**src/rtl/gcd_result_fifo.sv**
```systemverilog
`default_nettype none
// ============================================================================
//  Module      : gcd_result_fifo
//  Description : Result capture FIFO behind the GCD unit. Absorbs one-cycle
//                result strobes that cannot be stalled and re-presents them
//                on a valid/ready stream. Results arriving while the FIFO is
//                full and not draining are dropped and flagged through a
//                sticky overflow bit.
//  Revision    : 1.0 - initial release
// ============================================================================
module gcd_result_fifo #(
  parameter int DEPTH      = 4,
  parameter int DATA_WIDTH = 16,
  parameter int CW         = $clog2(DEPTH + 1)
) (
  input  logic                  clk,
  input  logic                  reset,
  input  logic                  io_in_valid,
  input  logic [DATA_WIDTH-1:0] io_in_data,
  output logic                  io_out_valid,
  input  logic                  io_out_ready,
  output logic [DATA_WIDTH-1:0] io_out_data,
  output logic [CW-1:0]         io_count,
  output logic                  io_full,
  output logic                  io_overflow,
  input  logic                  io_clear_overflow
);

  // Pointer width; DEPTH is a power of two so pointers wrap naturally.
  localparam int PW = (DEPTH > 1) ? $clog2(DEPTH) : 1;

  // Reset release register: asserts with the external reset, releases on the
  // first clock edge after deassertion, so the FIFO state logic accepts its
  // first push on the second edge after release.
  logic rst_sync_q;
  logic rst_sync_d;

  // FIFO state
  logic [PW-1:0]         wr_ptr_q,   wr_ptr_d;
  logic [PW-1:0]         rd_ptr_q,   rd_ptr_d;
  logic [CW-1:0]         count_q,    count_d;
  logic                  overflow_q, overflow_d;

  // Storage is deliberately left without reset; count qualifies its contents.
  logic [DATA_WIDTH-1:0] mem_q [DEPTH];

  // Handshake decode
  logic w_full;
  logic w_not_empty;
  logic w_pop;
  logic w_push;
  logic w_drop;

  // Reset release value: always heads towards "running".
  always_comb begin
    rst_sync_d = 1'b1;
  end

  // Reset release register, asserted asynchronously by the external reset.
  always_ff @(posedge clk or negedge reset) begin
    if (!reset) begin
      rst_sync_q <= 1'b0;
    end else begin
      rst_sync_q <= rst_sync_d;
    end
  end

  // Status decode purely from registered count; no input reaches an output.
  always_comb begin
    w_full      = (count_q == CW'(DEPTH));
    w_not_empty = (count_q != '0);
  end

  // Push/pop/drop decisions. A pop frees a slot in the same cycle, so a full
  // FIFO that is draining still accepts the incoming result.
  always_comb begin
    w_pop  = rst_sync_q & w_not_empty & io_out_ready;
    w_push = rst_sync_q & io_in_valid & (~w_full | w_pop);
    w_drop = rst_sync_q & io_in_valid & w_full & ~w_pop;
  end

  // Next-state for pointers, occupancy and the sticky overflow flag.
  always_comb begin
    wr_ptr_d   = wr_ptr_q;
    rd_ptr_d   = rd_ptr_q;
    count_d    = count_q + CW'(w_push) - CW'(w_pop);
    overflow_d = overflow_q;

    if (w_push) begin
      wr_ptr_d = wr_ptr_q + PW'(1);
    end
    if (w_pop) begin
      rd_ptr_d = rd_ptr_q + PW'(1);
    end

    // A drop in the same cycle as a clear request keeps the flag set.
    if (w_drop) begin
      overflow_d = 1'b1;
    end else if (io_clear_overflow) begin
      overflow_d = 1'b0;
    end
  end

  // FIFO control registers; cleared immediately when reset asserts.
  always_ff @(posedge clk or negedge rst_sync_q) begin
    if (!rst_sync_q) begin
      wr_ptr_q   <= '0;
      rd_ptr_q   <= '0;
      count_q    <= '0;
      overflow_q <= 1'b0;
    end else begin
      wr_ptr_q   <= wr_ptr_d;
      rd_ptr_q   <= rd_ptr_d;
      count_q    <= count_d;
      overflow_q <= overflow_d;
    end
  end

  // Result storage write; the incoming value is kept verbatim, zero included.
  always_ff @(posedge clk) begin
    if (w_push) begin
      mem_q[wr_ptr_q] <= io_in_data;
    end
  end

  // Output drive from registered state.
  always_comb begin
    io_out_valid = w_not_empty;
    io_out_data  = mem_q[rd_ptr_q];
    io_count     = count_q;
    io_full      = w_full;
    io_overflow  = overflow_q;
  end

endmodule
`default_nettype wire

```
**config.mk**
```make
export PLATFORM = sky130hd
export DESIGN_NAME = gcd_result_fifo
export DESIGN_NICKNAME = d
export VERILOG_FILES = /design/src/rtl/gcd_result_fifo.sv
export SDC_FILE = /design/constraint.sdc
export NUM_CORES = 1
export LEC_CHECK = 0
export CORE_UTILIZATION = 57
export DETAILED_ROUTE_END_ITERATION = 8
export MAX_ROUTING_LAYER = met4
export PLACE_DENSITY_LB_ADDON = 0.05
export SKIP_CTS_REPAIR_TIMING = 1
export SLEW_MARGIN = 40
export SYNTH_ARGS = -nofsm -noshare
export SYNTH_HDL_FRONTEND = slang
export SYNTH_SLANG_ARGS = --single-unit
```
**constraint.sdc**
```tcl
create_clock -name clk -period 4.04 [get_ports clk]
set_input_delay 0.606 -clock clk [delete_from_list [all_inputs] [get_ports clk]]
set_output_delay 0.606 -clock clk [all_outputs]
set_load 0.005 [all_outputs]
```
==> results of run 1 <==
==> flip-flops by register name, summed over array words and instances (netlist names) <==
| register | cells |
|---|---|
| wr_ptr_q | 2 |
| rst_sync_q | 1 |
| rd_ptr_q | 2 |
| mem_q | 64 |
| io_count | 3 |
| io_overflow | 1 |
==> power by group through the flow <==
stage / Clock, mW / Combinational (mW) / Sequential [mW]
after floorplan: 0 / 0.400 / 0.988
after CTS: 0.459 / 0.682 / 1.04
after global routing: 0.496 / 0.726 / 1.06
after detailed placement: 0 / 0.681 / 1.06
final: 0.450 / 0.669 / 1.04
after global placement: 0 / 0.657 / 1.05
==> cell usage in the layout (no fill, tap or decap), types with 2 or more instances in the layout <==
cell type	instances
clkbuf_8	9
mux4_2	16
and2_2	4
clkinv_1	2
xnor2_1	5
clkinv_2	2
buf_4	2
clkdlybuf4s50_1	42
edfxtp_1	64
dfrtp_1	9
ha_1	5
inv_1	5
nand3_1	2
==> critical path, cell delays in order (launching register included) <==
cell and delay, ns:
dfrtp_1 0.57, buf_4 0.26, mux4_2 0.52, clkdlybuf4s50_1 0.47
==> layer usage <==
layer,GRT usage [%],wire [µm]
met3,4.17,226
met1,27.1,1980
met4,10.7,24
met5,-,0
met2,31.2,2250
==> cell families (layout without fill, tap and decap cells) <==
kind of cell / Yosys count / in the layout / share of synthesized area (%)
mux: 18 / 18 / 13.7
flops: 73 / 73 / 76.5
buf+inv: 9 / 63 / 1.43
fa+ha+maj: 6 / 6 / 2.94
compound gates: 1 / 1 / 0.223
simple gates: 13 / 13 / 3.43
xor+xnor: 5 / 5 / 1.56
other cells: 1 / 1 / 0.134
==> how the worst max path moves through the flow <==
stage                             from                     to  slack (ns)  depth (start not counted)
6_report       rd_ptr_q[0]$_DFFE_PN0N_         io_out_data[0]        1.28                          3
5_1_grt        rd_ptr_q[0]$_DFFE_PN0N_         io_out_data[0]        1.14                          3
4_1_cts        rd_ptr_q[0]$_DFFE_PN0N_        io_out_data[13]        1.23                          3
3_5_place_dp              io_out_ready  io_count[2]$_DFF_PN0_        1.44                          9
3_3_place_gp              io_out_ready  io_count[1]$_DFF_PN0_        1.57                          8
2_1_floorplan    io_count[1]$_DFF_PN0_  io_count[2]$_DFF_PN0_        1.81                          8
==> layout make-up <==
cell class | instances | share of cell area [%]
sequential | 73 | 62.2
multi-input combinational | 44 | 17.9
timing repair buffer | 44 | 12.6
clock buffer | 9 | 3.59
tap | 67 | 2.43
clock inverter | 5 | 0.725
inverter | 5 | 0.544
==> parameters.txt, run 1 <==
Parameter                              Value

Setup path
  Kind of start point of the critical path    register
  Critical path data required time    about 3.4 ns
  Capture instance of the worst register-to-register path    io_count[2]$_DFF_PN0_
  Worst Reg-to-Reg Cells    8
  Data arrival time of the critical path    between 2 and 2.5 ns
  Launch point of the worst reg-to-reg path    io_count[1]$_DFF_PN0_
  Reg-to-reg setup timing slack    ~1.6 ns
  Start-to-end type of the worst setup path    register to primary output
  Critical path fanouts, max    7
  Sort of element at the end of the critical path    primary output

Power
  Combinational power share    between 30% and 40%
  Total Power Consumption    about 2.2 mW
  Cell leakage power    between 1 and 1.5 nW
  Switching share of power    a little over a quarter
  Sequential cell fraction of total power    48.2%
  Largest voltage drop on the vdd net    about 0.00050 V
  Cell Pwr Density    between 600 and 700 mW/mm²
  Clk pwr share    about a fifth
  Power spent charging and discharging nets    0.573 mW
  Internal    between 1.5 and 2 mW

Floorplan
  Top-Level Pins    43
  Die Span Y    72.2 µm
  Initial standard-cell utilization of the core    between 50% and 60%
  Core area    between 0.004 and 0.005 mm²
  Die area    approximately 0.0052 mm²
  Cell Rows    25
  Die Span X    72.2 µm

Layout
  Area grow syn2layout    23.1%
  Filler cell count    293
  Diodes inserted    0
  Number of standard cells in the final layout excluding fillers    247
  Multi-input gate area    618 µm²
  Fraction of layout cells with a size suffix above 1    between 20% and 30%
  FF+latch area    0.00215 mm²
  Share of the core filled with cells    73.1%
  Summed area of non-filler cells in the final layout    about 0.0035 mm²
  Post-layout nets    around 200

Timing
  Minimum clock period    2.76 ns
  Transition time at the pin with the least slew margin    0.818 ns
  Final Worst Setup Slack    approximately 1.3 ns
  Worst Hold Slack    ~0.17 ns
  Clock tree skew after final layout    roughly 0.0088 ns
  Fin crit share    between 60% and 70%
  Worst max-slew margin expressed relative to the limit    ~45%
  Total Neg Setup Slack    0 ns
  RSZ-0062 raised after global routing    false
  Total setup violations reported at the end of the flow    0
  Final count of pins violating max slew    0
  Top achievable clock speed    0.363 GHz
  Fin. Hold Viols    0

Global routing
  Vias in the first global route    1456
  Maximum number of pins on one net before global-route repair    18
  GRT Util Overall    20.6%
  Global-route wire length before repair    between 7000 and 8000 µm
  Initial antenna violation count    0
  Grt ovf    0

Place
  Final weighted congestion in routability-driven placement    between 0.7 and 0.8
  Port bufs    42
  Pre-CTS setup slack    about 1.4 ns
  HPWL Detailed    2830 µm
  Cell area after placement    between 0.003 and 0.004 mm²
  Number of cells after detailed placement    approximately 230

CTS
  Maximum clock insertion buffer count    2
  Worst-skew pair later-pin latency    ~0.33 ns
  CTS clk-pin slew, worst paths    approximately 0.07 ns
  Cell chosen for the clock root    clkbuf_8
  Clock Sinks    73
  CTS tree    yes
  Number of buffers added by the clock tree synthesis step    9
  H-tree level count    3

Synthesis
  Cell taking the most area after synthesis    edfxtp_1
  Post-synthesis instance total    ~130
  Post-synth cell types    23
  Leading cell types by count after synthesis    64 x edfxtp_1, 16 x mux4_2, 9 x dfrtp_1
  Most common cell in the synthesized netlist    edfxtp_1
  Total of warnings raised by yosys    0
  Fraction of the yosys area taken by sequential cells    76.5%
  Area share of the largest cell type after synthesis    about two thirds
  Mapped cell area    0.00281 mm²
  Post-synthesis async set-or-reset flop share    about an eighth
  Main area contributors after synthesis    edfxtp_1 69%, mux4_2 13%, dfrtp_1 8.0%
  Count of flip-flops with a built-in enable after synthesis    64
  Predominant post-synthesis flop cell    edfxtp_1
  Synthesized net count    roughly 150
  Synth Register Bits    73
  Syn avg cell area    22.3 µm²

Detailed routing
  Antenna Violating Nets Remaining    0
  Total iterations of the first detailed-routing run    4
  Average via count per standard cell    roughly 5.4
  Iteration-0 DRC Markers    74
  Final routed wire length divided by cell count    approximately 18 µm
  Residual DRC count    0
  Via count    around 1300
  Final routed wirelength across all metal layers    approximately 4500 µm

Flow run
  Maximum Capacitance Violations    0

Outcome
  Result of the run    finished clean

Hold path
  Class of the worst hold path    register to async pin
Power figures use the tool's default switching activity.
==> run 2: changes to the inputs <==
Settings changed: CORE_UTILIZATION 57 to 53.
Clock period 4.04 ns to 2.8 ns, I/O delays scaled along.
==> run 2 against run 1 <==
Net effect:
- largest cell class unchanged
- core utilization is 4.5 points lower
- critical endpoint is now io_count[2]$_DFF_PN0_
- critical path type is now register to register
- worst hold slack got worse by 0.0039 ns
- sequential power increased by 39%
- largest power group unchanged
==> parameters.txt, run 2 (synthesized netlist as in run 1, its figures left out) <==
Parameter                              Value

Outcome
  Result of the run    finished clean

Timing
  Total setup violations reported at the end of the flow    0
  RSZ-0062 raised after global routing    false
  Clock tree skew after final layout    between 0.004 and 0.005 ns
  Minimum clock period    around 2.4 ns
  Fin crit share    between 80% and 90%
  Total Neg Setup Slack    0 ns
  Final count of pins violating max slew    0
  Top achievable clock speed    just over 0.4 GHz
  Fin. Hold Viols    0

Setup path
  Kind of start point of the critical path    register
  Crit path top cell by count    xnor2_1
  Data arrival time of the critical path    2.63 ns
  Start-to-end type of the worst setup path    register to register
  Critical path fanouts, max    6
  Critical path data required time    ~3.0 ns
  Ordered cell list for the critical path    or3_2 > nand3_1 > mux2i_1 > ha_1 > inv_1 > fa_1 > xnor2_1 > xnor2_1
  Sort of element at the end of the critical path    register
  Worst Reg-to-Reg Cells    8
  Critical Path Stages    8
  Worst-path cell with the longest stage delay    or3_2
  Buf/Inv on CP    1
  Largest stage delay on the critical path    between 0.5 and 0.6 ns
  Family with the most delay on the worst path    simple AND/OR/NAND/NOR gates

Layout
  Commonest cells after routing, fill and taps aside    64 x edfxtp_1, 42 x clkdlybuf4s50_1, 16 x mux4_2
  Area grow syn2layout    24.9%
  Number of flip-flops in the largest register    64
  Fraction of layout cells with a size suffix above 1    a little over a fifth
  Largest Register    mem_q
  Most common cell after layout, fill and taps aside    edfxtp_1
  Post-layout nets    205
  Diodes inserted    0

Global routing
  Maximum number of pins on one net before global-route repair    17
  GRT Util Overall    18.7%
  Vias in the first global route    about 1400
  Grt ovf    0
  Global-route wire length before repair    about 6700 µm
  Initial antenna violation count    0

CTS
  Cell chosen for the clock root    clkbuf_8
  Clock Sinks    73
  Maximum clock insertion buffer count    2
  Worst-skew pair later-pin latency    ~0.32 ns
  CTS tree    yes
  Number of buffers added by the clock tree synthesis step    9
  CTS clk-pin slew, worst paths    around 0.07 ns
  H-tree level count    3

Hold path
  Class of the worst hold path    register to async pin

Detailed routing
  Total iterations of the first detailed-routing run    4
  Via count    around 1300
  Residual DRC count    0
  Final routed wire length divided by cell count    ~18 µm
  Antenna Violating Nets Remaining    0
  Final routed wirelength across all metal layers    4500 µm
  Iteration-0 DRC Markers    60
  Average via count per standard cell    approximately 5.2

Power
  Cell leakage power    1.20 nW
  Cell Pwr Density    slightly above 900 mW/mm²
  Power spent charging and discharging nets    0.819 mW
  Clk pwr share    roughly a quarter
  Combinational power share    a little under a third
  Total Power Consumption    3.25 mW
  Internal    between 2 and 2.5 mW
  Sequential cell fraction of total power    44.6%
  Largest voltage drop on the vdd net    about 0.0007 V
  Switching share of power    25.2%

Place
  Final weighted congestion in routability-driven placement    roughly 0.72
  Port bufs    42
  HPWL Detailed    between 2000 and 3000 µm

Floorplan
  Initial standard-cell utilization of the core    a little over half
  Top-Level Pins    43
  Die Span X    around 75 µm
  Core area    around 0.0051 mm²
  Die Span Y    between 70 and 80 µm
  Die area    around 0.0056 mm²
  Cell Rows    26

Flow run
  Maximum Capacitance Violations    0
==> run 2: layout make-up <==
class | instances | area [µm²]
fillers | 342 | 1600
flip-flops and latches | 73 | 2150
well taps | 70 | 87.6
inverters | 5 | 18.8
multi-input cells | 44 | 618
clock inverters | 3 | 40.0
clock buffers | 13 | 149
repair buffers | 45 | 443
==> run 2: worst paths after layout <==
check	startpoint	to	slack [ns]
worst max-delay path	io_count[1]$_DFF_PN0_	io_count[2]$_DFF_PN0_	0.38
worst min-delay path	rst_sync_q$_DFF_PN0_	io_count[0]$_DFF_PN0_	0.17
worst max register to register	io_count[1]$_DFF_PN0_	io_count[2]$_DFF_PN0_	0.38
worst min register to register	rst_sync_q$_DFF_PN0_	io_count[0]$_DFF_PN0_	0.17
max in group asynchronous	rst_sync_q$_DFF_PN0_	wr_ptr_q[1]$_DFFE_PN0P_	2.33
min in group clk	io_count[2]$_DFF_PN0_	io_count[2]$_DFF_PN0_	0.53
==> run 2: metal layers <==
metal	part of all wire (%)	track usage [%]	vias to the layer above
met5	0	-	-
met4	0.89	9.85	0
met3	3.2	4.15	5
met2	53	29.7	29
met1	43	22.7	674
li1	-	-	608
==> run 2: worst register-to-register path: cells and delay by family, from the launching register on <==
kind,cells,cell delay [ns]
simple gates,2,0.71
fa+ha+maj,2,0.56
flops,1,0.46
xor+xnor,2,0.28
mux,1,0.26
buf+inv,1,0.05
==> run 2: power groups by stage <==
stage	clock network [mW]	logic, mW	registers, mW
floorplan	0	0.577	1.43
global placement	0	1.01	1.46
detailed placement	0	1.03	1.47
CTS	0.793	1.04	1.45
global route	0.842	1.12	1.47
finish	0.774	1.02	1.45
==> run 2: metrics by stage <==
| stage | cells | hold slack [ns] | setup WS (ns) | area, µm² | util [%] |
|---|---|---|---|---|---|
| detailed placement | 237 | 0.181 | 0.354 | 3310 | 64.9 |
| global placement | 237 | 0.167 | 0.518 | 3310 | 64.9 |
| CTS | 253 | 0.188 | 0.328 | 3500 | 68.6 |
| finish | 253 | 0.170 | 0.382 | 3500 | 68.6 |
| floorplan | 126 | 0.124 | 0.571 | 2810 | - |
| global route | 253 | 0.211 | 0.200 | 3500 | 68.6 |
